[config.mk]
export PLATFORM = sky130hd
export DESIGN_NAME = cofre_controle
export DESIGN_NICKNAME = d
export VERILOG_FILES = /design/src/rtl/cofre_controle.sv
export SDC_FILE = /design/constraint.sdc
export NUM_CORES = 1
export LEC_CHECK = 0
export ABC_AREA = 1
export CORE_MARGIN = 1
export CORE_UTILIZATION = 45
export CTS_CLUSTER_DIAMETER = 80
export DETAILED_ROUTE_END_ITERATION = 7
export GPL_TIMING_DRIVEN = 0
export HOLD_SLACK_MARGIN = 0.02
export PLACE_DENSITY = 0.76
export SETUP_SLACK_MARGIN = 0.1
export SYNTH_ARGS = -nofsm -noshare
export SYNTH_HDL_FRONTEND = slang
export SYNTH_SLANG_ARGS = --single-unit
[constraint.sdc]
create_clock -name clk -period 3.75 [get_ports clk]
set_input_delay 0.75 -clock clk [delete_from_list [all_inputs] [get_ports clk]]
set_output_delay 0.75 -clock clk [all_outputs]
set_load 0.05 [all_outputs]
[src/rtl/cofre_controle.sv]
// Combination safe controller: code storage, attempt capture,
// failed-attempt counting and timed lockout.
module cofre_controle #(
    parameter int LARG        = 4,
    parameter int MAX_ERROS   = 3,
    parameter int BLOQ_CICLOS = 50000000
) (
    input  logic            clk,
    input  logic            reset_n,
    input  logic [LARG-1:0] chaves,
    input  logic            btn_gravar,
    input  logic            btn_fechar,
    input  logic            btn_tentar,
    input  logic            igual,
    output logic [LARG-1:0] senha,
    output logic [LARG-1:0] tentativa,
    output logic            aberto,
    output logic            bloqueado,
    output logic [1:0]      erros,
    output logic            tent_valida
);

    localparam int CW = (BLOQ_CICLOS > 1) ? $clog2(BLOQ_CICLOS) : 1;
    localparam logic [CW-1:0] CNT_INI = CW'(BLOQ_CICLOS - 1);
    localparam logic [1:0] ERR_MAX = 2'(MAX_ERROS);
    localparam logic [2:0] ERR_LIM = 3'(MAX_ERROS);

    typedef enum logic [1:0] {
        ABERTO    = 2'd0,
        FECHADO   = 2'd1,
        AVALIA    = 2'd2,
        BLOQUEADO = 2'd3
    } estado_t;

    estado_t         estado;
    estado_t         estado_n;
    logic [LARG-1:0] senha_n;
    logic [LARG-1:0] tent_n;
    logic [1:0]      erros_n;
    logic [2:0]      erros_inc;
    logic [CW-1:0]   cnt;
    logic [CW-1:0]   cnt_n;

    logic [2:0] btn_raw;
    logic [2:0] sync1;
    logic [2:0] sync2;
    logic [2:0] prev;
    logic [2:0] ev;
    logic       ev_gravar;
    logic       ev_fechar;
    logic       ev_tentar;

    // Bit order: {tentar, fechar, gravar}
    assign btn_raw   = {btn_tentar, btn_fechar, btn_gravar};
    assign ev        = sync2 & ~prev;
    assign ev_gravar = ev[0];
    assign ev_fechar = ev[1];
    assign ev_tentar = ev[2];

    assign aberto    = (estado == ABERTO);
    assign bloqueado = (estado == BLOQUEADO);
    assign erros_inc = {1'b0, erros} + 3'd1;

    always_ff @(posedge clk or negedge reset_n) begin
        if (!reset_n) begin
            sync1     <= '0;
            sync2     <= '0;
            prev      <= '0;
            estado    <= ABERTO;
            senha     <= '0;
            tentativa <= '0;
            erros     <= '0;
            cnt       <= '0;
        end else begin
            sync1     <= btn_raw;
            sync2     <= sync1;
            prev      <= sync2;
            estado    <= estado_n;
            senha     <= senha_n;
            tentativa <= tent_n;
            erros     <= erros_n;
            cnt       <= cnt_n;
        end
    end

    always_comb begin
        estado_n    = estado;
        senha_n     = senha;
        tent_n      = tentativa;
        erros_n     = erros;
        cnt_n       = cnt;
        tent_valida = 1'b0;
        case (estado)
            ABERTO: begin
                if (ev_gravar) begin
                    senha_n = chaves;
                end else if (ev_fechar) begin
                    estado_n = FECHADO;
                end
            end
            FECHADO: begin
                if (ev_tentar) begin
                    tent_n      = chaves;
                    tent_valida = 1'b1;
                    estado_n    = AVALIA;
                end
            end
            AVALIA: begin
                if (igual) begin
                    estado_n = ABERTO;
                    erros_n  = 2'd0;
                end else if (erros_inc < ERR_LIM) begin
                    erros_n  = erros_inc[1:0];
                    estado_n = FECHADO;
                end else begin
                    erros_n  = ERR_MAX;
                    estado_n = BLOQUEADO;
                    cnt_n    = CNT_INI;
                end
            end
            BLOQUEADO: begin
                if (cnt == '0) begin
                    estado_n = FECHADO;
                    erros_n  = 2'd0;
                end else begin
                    cnt_n = cnt - 1'b1;
                end
            end
            default: estado_n = ABERTO;
        endcase
    end

endmodule
# --- After elaboration in Yosys (flattened, before gate mapping) ---
# Index checks and enable logic that the tools add are counted.
word_totals:
  latchBits: 0
  output_inout_bits: 13
  elab_cells: 48
  memories: 0
  input_bits: 10
  mem_bits_rw: 0
  ff_bits: 47
  romBits: 0
op_classes:
  n_reduce_logical: 8
  addsub: 2
  div: 0
  shifts: 0
  n_lt_le_gt_ge: 1
  n_mul: 0
  n_eq_ne: 10
  n_mux: 17
  bitwise: 2
op_table:
  columns: ["operator", "n"]
  rows:
  - ["26-bit two-way mux", 3]
  - ["26-bit one-hot mux with 2 select lines", 1]
  - ["26-bit logical NOT", 1]
  - ["26-bit by 1-bit subtractor with 26-bit output (second input constant)", 1]
  - ["2-bit two-way mux", 9]
  - ["2-bit inequality test (second input constant)", 5]
  - ["2-bit one-hot mux with 4 select lines", 1]
  - ["4-bit AND reduction", 2]
  - ["2-bit AND reduction", 3]
  - ["2-bit equality test (second input constant)", 2]
  - ["2-bit by 1-bit inequality test with 1-bit output (second input constant)", 2]
  - ["2-bit one-hot mux with 2 select lines", 1]
  - ["2-bit by 1-bit adder with 3-bit output (second input constant)", 1]
  - ["3-bit bitwise AND", 1]
  - ["3-bit by 2-bit < comparator with 1-bit output (second input constant)", 1]
  - ["3-bit NOT", 1]
  - ["2-bit by 1-bit equality test with 1-bit output (second input constant)", 1]
  - ["2-bit logical NOT", 1]
  - ["1-bit two-way mux", 2]
  - ["2-bit nonzero test", 1]

# --- Logic depth before layout (Yosys ltp) ---
# Gate-level depths: netlist (run 1).
depth:
  depth_word: 5
  ltp_mapped: 12
  mapped_depth_nobuf: 11

# --- Least setup slack after synthesis (run 1) ---
# No wires, ideal clock.
synth_timing:
  kind: "flip-flop to flip-flop"
  startpoint: "register estado[0]"
  endpoint: "register cnt[19]"
  arrival_time_ps: 1834
  synth_period_minus_slack_ps: 1950
  required_ps: 3633
  slack_ps: 1800
  path_buffers: 3
  path_stages_with_launch: 10
  setup_time_ps: 117
  path_cell_list: "dfrtp_1 -> ha_1 -> buf_2 -> inv_1 -> o21ai_0 -> nand2_2 -> buf_6 -> buf_6 -> nand2_1 -> nand2_1"
synth_between:
  elab_chain_len: 3
  elab_cells_between_ends: 8
  classes_between: "eq/ne (5); mux (1); reduce/logical (2)"
synth_rtl:
  columns: ["element", "line", "text"]
  rows:
  - ["from (decl)", "35", "estado_t estado;"]
  - ["from (signal assigned)", "78", "estado <= estado_n;"]
  - ["2-bit equality test (*)", null, null]
  - ["named net bloqueado", "18", "output logic bloqueado,"]
  - ["2-bit inequality test (no source line) or 2-bit nonzero test (tied branches)", null, null]
  - ["4-bit AND reduction (no source line)", null, null]
  - ["to (signal assigned)", "82", "cnt <= cnt_n;"]
  - ["to (decl)", "41", "logic [CW-1:0] cnt;"]
# The timed path passes the listed nets; every way through them passes the cells marked *.
# A chain may end at the register's enable or synchronous reset.

# --- Worst setup path in the final report (run 1) ---
layout_timing:
  startpoint: "register estado[1]"
  endpoint: "output port tent_valida"
layout_between:
  elab_chain_len: 2
layout_rtl:
  columns: ["element", "line", "text"]
  rows:
  - ["2-bit by 1-bit equality test with 1-bit output", "93", "case (estado)"]
  - ["1-bit two-way mux", "93", null]
  - ["to (decl)", "20", "output logic tent_valida"]
# Every way passes these cells.

==> results.sh, run 1 <==
export IMPL_antenna_left=0
export IMPL_mostFrequentLayoutCell="nand2_1"
export IMPL_htreeDepth=2
export IMPL_drt_vias_per_instance=5.079
export IMPL_ys_types=22
export IMPL_yosysWarnings=0
export IMPL_critPathKind="reg -> out"
export IMPL_crit_fanout=9
export IMPL_grt_pass1_wl_um=10250
export IMPL_cap_violations=0
export IMPL_antenna_found_initial=0
export IMPL_rsz0062_at_grt="no"
export IMPL_finalCritPeriodShare_pct=77.21
export IMPL_vdd_drop_max_v=0.0003183
export IMPL_power_share_clock_pct=16.3
export IMPL_cts_inserted_buffers=5
export IMPL_clock_sinks=47
export IMPL_stdcell_area_mm2=0.003084
export IMPL_clockBufferDepth=2
export IMPL_slew_violations=0
export IMPL_p_per_area_mw_per_mm2=773.8
export IMPL_grt_use_total_pct=21.39
export IMPL_final_setup_tns_ns=0
export IMPL_internal_power_mw=1.263
export IMPL_cts_tree="done"
export IMPL_die_w_um=78.65
export IMPL_fin_skew_ns=0.01545
export IMPL_hold_class="reg -> reg"
export IMPL_drtPass1Iterations=4
export IMPL_num_io_pins=23
export IMPL_row_count=27
export IMPL_die_h_um=78.65
export IMPL_post_cts_buffers=0
export IMPL_io_buffer_count=22
export IMPL_seqPwrFrac_pct=36.2
export IMPL_ys_seq_area_share_pct=44.49
export IMPL_coreArea_mm2=0.005574
export IMPL_clkSlewWorstSetupHoldPaths_ns=0.10
export IMPL_route_vias_total=2387
export IMPL_postLayoutCoreUtil_pct=55.33
export IMPL_cts_resized_gates=0
export IMPL_start_util_pct=47.43
export IMPL_syn_cell_area_mm2=0.002644
export IMPL_avgSynthCellArea_um2=7.204
export IMPL_start_kind="flip-flop"
export IMPL_status="completed"
export IMPL_wl_per_cell_um=12.59
export IMPL_ys_seq_elements=47
export IMPL_hold_viol=0
export IMPL_worst_slew_pin_slew_ns=0.5309
export IMPL_syn_instance_count=367
export IMPL_first_global_vias=2225
export IMPL_syn2layout_area_growth_pct=16.66
export IMPL_dpl_cell_area_mm2=0.002969
export IMPL_required_ns=3.00
export IMPL_place_congestion=0.9118
export IMPL_drive_above_1_share_pct=8.794
export IMPL_timing_fmax_mhz=345.4
export IMPL_die_area_mm2=0.006186
export IMPL_cts_root_buf="clkbuf_8"
export IMPL_final_net_count=412
export IMPL_dp_hpwl_um=4395
export IMPL_clkLatencyLatePin_ns=0.32
export IMPL_layout_common_cells="nand2_1, nor2_1, dfrtp_1"
export IMPL_drc_errors=0
export IMPL_p_switching_mw=1.124
export IMPL_setup_viol=0
export IMPL_syn_nets=382
export IMPL_switching_share_pct=47.08
export IMPL_routed_wl_um=5915
export IMPL_fin_crit_ns=2.895
export IMPL_ctsHoldBuffers=0
export IMPL_grt_overflow_total=0
export IMPL_power_total_mw=2.387
export IMPL_drtIter0Drc=198
export IMPL_whs_ns=0.3410
export IMPL_slew_headroom_pct=64.61
export IMPL_arrival_ns=2.15
export IMPL_antenna_cells=0
export IMPL_fillerInstances=504
export IMPL_pwr_share_comb_pct=47.6
export IMPL_crit_path_end_kind="output port"
export IMPL_p_leak_nw=1.523
export IMPL_grt_max_degree=30
cell usage after synthesis:
master	instances	area, µm²
nand2_1	127	476.7
nor2_1	51	191.4
dfrtp_1	47	1176
nand3_1	35	175.2
inv_1	33	123.9
o21ai_0	28	140.1
nand4_1	9	56.30
or2_2	9	56.30
ha_1	5	62.56
nand2_2	4	25.02
buf_2	3	15.01
buf_6	3	33.78
nor2_2	2	12.51
nor2_4	2	22.52
xor2_1	2	17.52
a21o_1	1	7.510
a21oi_1	1	5.000
buf_1	1	3.750
clkbuf_1	1	3.750
nand2_4	1	11.26
nand3b_1	1	7.510
nor2_8	1	20.02
logic make-up (layout without fill, tap and decap cells):
family | count (synthesis) | after routing | synth area share (%)
xor gates and xnor gates | 2 | 2 | 0.6627
DFF | 47 | 47 | 44.49
adders and majority gates | 5 | 5 | 2.366
AOI/OAI and AO/OA | 30 | 30 | 5.774
buffers and inverters | 41 | 72 | 6.814
and+or+nand+nor | 242 | 242 | 39.90
registers in the layout (all words and copies together) (netlist names):
| name | flops |
|---|---|
| tentativa | 4 |
| cnt | 26 |
| erros | 2 |
| sync1 | 3 |
| estado | 2 |
| prev | 3 |
| sync2 | 3 |
| senha | 4 |
worst max-delay path, cell delays in order, from the launching register on:
cell and delay, ns:
dfrtp_1 0.44, inv_1 0.10, ha_1 0.19, nand2_1 0.20
inv_1 0.10, clkdlybuf4s50_1 0.80
layout make-up:
cell class	count	area (µm²)	share of cell area, %
clock buffer	5	68.82	2.231
inverter	33	123.9	4.016
buffer	8	56.30	1.826
sequential	47	1176	38.13
timing repair buffer	23	235.2	7.627
multi-input combinational	279	1287	41.74
clock inverter	3	46.29	1.501
tap	72	90.09	2.921
worst paths after layout:
check | end | slack [ns] | cells past startpoint | from
max | tent_valida | 0.85 | 5 | estado[1]
min | sync2[2] | 0.34 | 0 | sync1[2]
max reg2reg | cnt[13] | 1.68 | 12 | cnt[0]
min reg2reg | sync2[2] | 0.34 | 0 | sync1[2]
max in group asynchronous | cnt[9] | 2.87 | 2 | reset_n
min in group asynchronous | senha[3] | 0.38 | 1 | reset_n
stage by stage:
stage | cells | worst slack, ns
after floorplan | 367 | 1.800
after global placement | 461 | 0.6122
after detailed placement | 462 | 1.213
after CTS | 470 | 0.8565
after global routing | 470 | 0.7474
final | 470 | 0.8545
layer usage:
layer | routed length [µm] | GRT usage, % | part of all wire, %
met2 | 2807 | 36.35 | 47
met3 | 230 | 2.791 | 3.9
met5 | 0 | 0 | 0
met1 | 2784 | 27.90 | 47
met4 | 93 | 7.222 | 1.6
power by group through the flow:
stage | Sequential [mW] | Combinational (mW) | Clock [mW]
6_report | 0.863 | 1.14 | 0.388
5_1_grt | 0.892 | 1.28 | 0.416
4_1_cts | 0.861 | 1.14 | 0.393
3_5_place_dp | 0.867 | 1.13 | 0
3_3_place_gp | 0.864 | 1.10 | 0
2_1_floorplan | 1.00 | 0.675 | 0
(Power assumes the default switching activity.)
==> inputs of run 2 (changes only) <==
Clock period 3.75 ns to 2.8 ns, I/O delays scaled along.
==> results.sh, run 2 (synthesis results as in run 1) <==
export IMPL_antenna_left=0
export IMPL_p_switching_mw=1.505
export IMPL_hold_class="in -> async"
export IMPL_pwr_share_comb_pct=47.5
export IMPL_die_w_um=78.65
export IMPL_critPathKind="reg -> out"
export IMPL_power_total_mw=3.195
export IMPL_route_vias_total=2387
export IMPL_drtPass1Iterations=4
export IMPL_fin_skew_ns=0.01545
export IMPL_dp_hpwl_um=4395
export IMPL_r2r_start="cnt[0]"
export IMPL_htreeDepth=2
export IMPL_start_kind="flip-flop"
export IMPL_rsz0062_at_grt="no"
export IMPL_start_util_pct=47.43
export IMPL_p_per_area_mw_per_mm2=1036
export IMPL_place_congestion=0.9118
export IMPL_p_leak_nw=1.527
export IMPL_syn2layout_area_growth_pct=16.61
export IMPL_whs_ns=0.1884
export IMPL_max_flop_register="cnt"
export IMPL_first_global_vias=2225
export IMPL_grt_max_degree=30
export IMPL_clock_sinks=47
export IMPL_fillerInstances=505
export IMPL_drc_errors=0
export IMPL_crit_fanout=4
export IMPL_setup_viol=0
export IMPL_vdd_drop_max_v=0.0004261
export IMPL_layout_common_cells="nand2_1, nor2_1, dfrtp_1"
export IMPL_worst_slew_pin_slew_ns=0.5309
export IMPL_cts_tree="done"
export IMPL_seqPwrFrac_pct=36.2
export IMPL_row_count=27
export IMPL_drive_above_1_share_pct=8.794
export IMPL_io_buffer_count=22
export IMPL_num_io_pins=23
export IMPL_grt_overflow_total=0
export IMPL_cap_violations=0
export IMPL_final_setup_tns_ns=0
export IMPL_grt_use_total_pct=21.39
export IMPL_cts_root_buf="clkbuf_8"
export IMPL_die_area_mm2=0.006186
export IMPL_coreArea_mm2=0.005574
export IMPL_post_cts_buffers=0
export IMPL_grt_pass1_wl_um=10250
export IMPL_antenna_found_initial=0
export IMPL_crit_path_end_kind="output port"
export IMPL_arrival_ns=1.87
export IMPL_required_ns=2.24
export IMPL_slew_violations=0
export IMPL_final_net_count=412
export IMPL_status="completed"
export IMPL_drt_vias_per_instance=5.079
export IMPL_clockBufferDepth=2
export IMPL_internal_power_mw=1.690
export IMPL_reg2reg_to="cnt[13]"
export IMPL_power_share_clock_pct=16.3
export IMPL_reg_largest_list="cnt (26), senha (4), tentativa (4)"
export IMPL_drtIter0Drc=198
export IMPL_wl_per_cell_um=12.58
export IMPL_routed_wl_um=5914
export IMPL_slew_headroom_pct=64.61
export IMPL_timing_fmax_mhz=411.2
export IMPL_ff2ff_path_depth=12
export IMPL_cts_inserted_buffers=5
export IMPL_mostFrequentLayoutCell="nand2_1"
export IMPL_die_h_um=78.65
export IMPL_largest_reg_flops=26
export IMPL_ff2ff_setup_slack_ns=0.73
export IMPL_switching_share_pct=47.10
export IMPL_fin_crit_ns=2.432
export IMPL_clkSlewWorstSetupHoldPaths_ns=0.10
export IMPL_clkLatencyLatePin_ns=0.32
export IMPL_hold_viol=0
export IMPL_antenna_cells=0
export IMPL_finalCritPeriodShare_pct=86.85
run 2: cell type report:
cell class              instances  area, µm²  share of cell area (%)
multi-input cells             279       1287                   41.76
flip-flops and latches         47       1176                   38.15
repair buffers                 23      234.0                   7.589
inverters                      33      123.9                   4.018
well taps                      72      90.09                   2.922
clock buffers                   5      68.82                   2.232
plain buffers                   8      56.30                   1.826
clock inverters                 3      46.29                   1.502
run 2: how the worst max path moves through the flow:
stage	cells after the start	to	start	slack, ns
finish	3	aberto	estado[1]	0.37
global route	5	tent_valida	estado[1]	0.27
CTS	5	tent_valida	estado[1]	0.38
detailed placement	5	tent_valida	estado[1]	0.45
global placement	1	cnt[2]	reset_n	-0.15
floorplan	9	cnt[19]	estado[0]	0.85
run 2: per-layer routing:
metal	up-vias	GRT usage (%)	part of all wire, %
li1	1219	-	-
met1	1110	27.90	47
met2	50	36.35	47
met3	8	2.791	3.9
met4	0	7.222	1.6
met5	-	0	0
run 2: metrics by stage:
| stage | cell area, µm² | utilization [%] | setup WS (ns) | cells |
|---|---|---|---|---|
| 3_3_place_gp | 2954 | 53.00 | -0.1478 | 461 |
| 3_5_place_dp | 2969 | 53.27 | 0.4529 | 462 |
| 2_1_floorplan | 2644 | - | 0.8496 | 367 |
| 4_1_cts | 3083 | 55.31 | 0.3767 | 470 |
| 5_1_grt | 3083 | 55.31 | 0.2685 | 470 |
| 6_report | 3083 | 55.31 | 0.3681 | 470 |
run 2: what timing repair did:
action,in CTS,in global routing
hold buffers,0,0
endpoints found under the setup margin,1,0
resized for setup,1,0
endpoints found under the hold margin,0,0
run 2: power groups by stage:
stage	Clock, mW	Sequential (mW)	Combinational (mW)
after floorplan	0	1.34	0.904
after global placement	0	1.16	1.48
after CTS	0.526	1.15	1.52
final	0.520	1.16	1.52
after global routing	0.557	1.19	1.71
after detailed placement	0	1.16	1.52
run 2: worst max-delay path, cell delays in order, from the launching register on:
cell and delay, ns:
dfrtp_1 0.44, inv_1 0.10, ha_1 0.20, clkdlybuf4s50_1 0.82
==> inputs of run 3 (changes only) <==
Settings changed: CORE_UTILIZATION 45 to 25, PLACE_DENSITY 0.76 to 0.52.
==> results.sh, run 3 (synthesis results as in run 1) <==
export IMPL_coreArea_mm2=0.01028
export IMPL_hold_viol=0
export IMPL_start_util_pct=25.72
export IMPL_route_vias_total=2317
export IMPL_dpl_cell_area_mm2=0.003049
export IMPL_grt_pass1_wl_um=10990
export IMPL_clkLatencyLatePin_ns=0.31
export IMPL_p_per_area_mw_per_mm2=1016
export IMPL_hold_class="in -> async"
export IMPL_internal_power_mw=1.690
export IMPL_drtIter0Drc=183
export IMPL_final_net_count=412
export IMPL_reg_largest_list="cnt (26), senha (4), tentativa (4)"
export IMPL_cts_tree="done"
export IMPL_start_kind="flip-flop"
export IMPL_first_global_vias=2203
export IMPL_syn2layout_area_growth_pct=19.64
export IMPL_grt_max_degree=37
export IMPL_drt_vias_per_instance=4.339
export IMPL_io_buffer_count=22
export IMPL_whs_ns=0.1258
export IMPL_crit_path_end_kind="output port"
export IMPL_cap_violations=0
export IMPL_dp_hpwl_um=4651
export IMPL_pwr_share_comb_pct=47.3
export IMPL_row_count=37
export IMPL_arrival_ns=1.85
export IMPL_worst_slew_pin_slew_ns=0.5249
export IMPL_p_switching_mw=1.524
export IMPL_crit_fanout=9
export IMPL_status="completed"
export IMPL_drc_errors=0
export IMPL_finalCritPeriodShare_pct=85.97
export IMPL_antenna_found_initial=0
export IMPL_layout_common_cells="nand2_1, nor2_1, dfrtp_1"
export IMPL_drtPass1Iterations=4
export IMPL_num_io_pins=23
export IMPL_post_cts_buffers=0
export IMPL_die_area_mm2=0.01099
export IMPL_htreeDepth=2
export IMPL_timing_fmax_mhz=415.4
export IMPL_slew_headroom_pct=64.90
export IMPL_setup_viol=0
export IMPL_grt_use_total_pct=12.54
export IMPL_final_setup_tns_ns=0
export IMPL_largest_reg_flops=26
export IMPL_p_leak_nw=1.527
export IMPL_antenna_left=0
export IMPL_routed_wl_um=6326
export IMPL_mostFrequentLayoutCell="nand2_1"
export IMPL_fin_crit_ns=2.407
export IMPL_seqPwrFrac_pct=36.2
export IMPL_slew_violations=0
export IMPL_wl_per_cell_um=11.85
export IMPL_clockBufferDepth=2
export IMPL_clock_sinks=47
export IMPL_ctsHoldBuffers=0
export IMPL_rsz0062_at_grt="no"
export IMPL_fin_skew_ns=0.01363
export IMPL_max_flop_register="cnt"
export IMPL_die_h_um=104.8
export IMPL_clkSlewWorstSetupHoldPaths_ns=0.11
export IMPL_drive_above_1_share_pct=8.794
export IMPL_grt_overflow_total=0
export IMPL_antenna_cells=0
export IMPL_required_ns=2.24
export IMPL_cts_root_buf="clkbuf_8"
export IMPL_critPathKind="reg -> out"
export IMPL_cts_inserted_buffers=5
export IMPL_stdcell_area_mm2=0.003163
export IMPL_die_w_um=104.8
export IMPL_switching_share_pct=47.42
export IMPL_power_share_clock_pct=16.5
export IMPL_place_congestion=0.8057
export IMPL_vdd_drop_max_v=0.0004322
[run 3: path summary, 6_finish.rpt]
path / slack [ns] / depth (start not counted) / to / from
setup / recovery: 0.39 / 5 / tent_valida / estado[1]
hold / removal: 0.13 / 1 / cnt[6] / reset_n
setup reg to reg: 0.72 / 12 / cnt[14] / cnt[0]
hold reg to reg: 0.36 / 0 / sync2[0] / sync1[0]
max in group asynchronous: 2.16 / 2 / estado[0] / reset_n
min in group clk: 0.36 / 0 / sync2[0] / sync1[0]
[run 3: power groups by stage]
stage,Combinational (mW),Clock (mW),Sequential (mW)
after CTS,1.54,0.548,1.16
after global placement,1.51,0,1.17
after floorplan,0.904,0,1.34
final,1.52,0.531,1.16
after global routing,1.72,0.575,1.20
after detailed placement,1.53,0,1.17
[run 3: final cells by class]
class	count	area, µm²
clock buffers	5	68.82
well taps	136	170.2
fillers	1128	7114
plain buffers	8	56.30
flip-flops and latches	47	1176
inverters	33	123.9
clock inverters	3	46.29
repair buffers	23	234.0
multi-input cells	279	1287
[run 3: worst max-delay path, cell delays in order, from the launching register on]
cell           delay [ns]
dfrtp_1              0.42
inv_1                0.09
ha_1                 0.21
nand2_1              0.20
inv_1                0.10
dlygate4sd2_1        0.53
[run 3: per-layer routing]
layer	part of all wire [%]	wire (µm)	track usage [%]	up-vias
met2	45	2861	20.10	48
met3	4.6	290	2.682	4
met5	0	0	0	-
met1	49	3124	17.29	1053
li1	-	-	-	1212
met4	0.79	50	2.716	0
[run 3: repair_timing]
action | in CTS | in global routing
resized for setup | 1 | 0
setup endpoints to repair | 1 | 0
endpoints found under the hold margin | 0 | 0
[run 3: metrics by stage]
step	worst slack, ns	utilization (%)	cells	total power [mW]
2_1_floorplan	0.8496	-	367	2.243
3_3_place_gp	-0.3376	29.52	525	2.679
3_5_place_dp	0.4268	29.67	526	2.700
4_1_cts	0.3461	30.78	534	3.245
5_1_grt	0.2298	30.78	534	3.498
6_report	0.3927	30.78	534	3.214
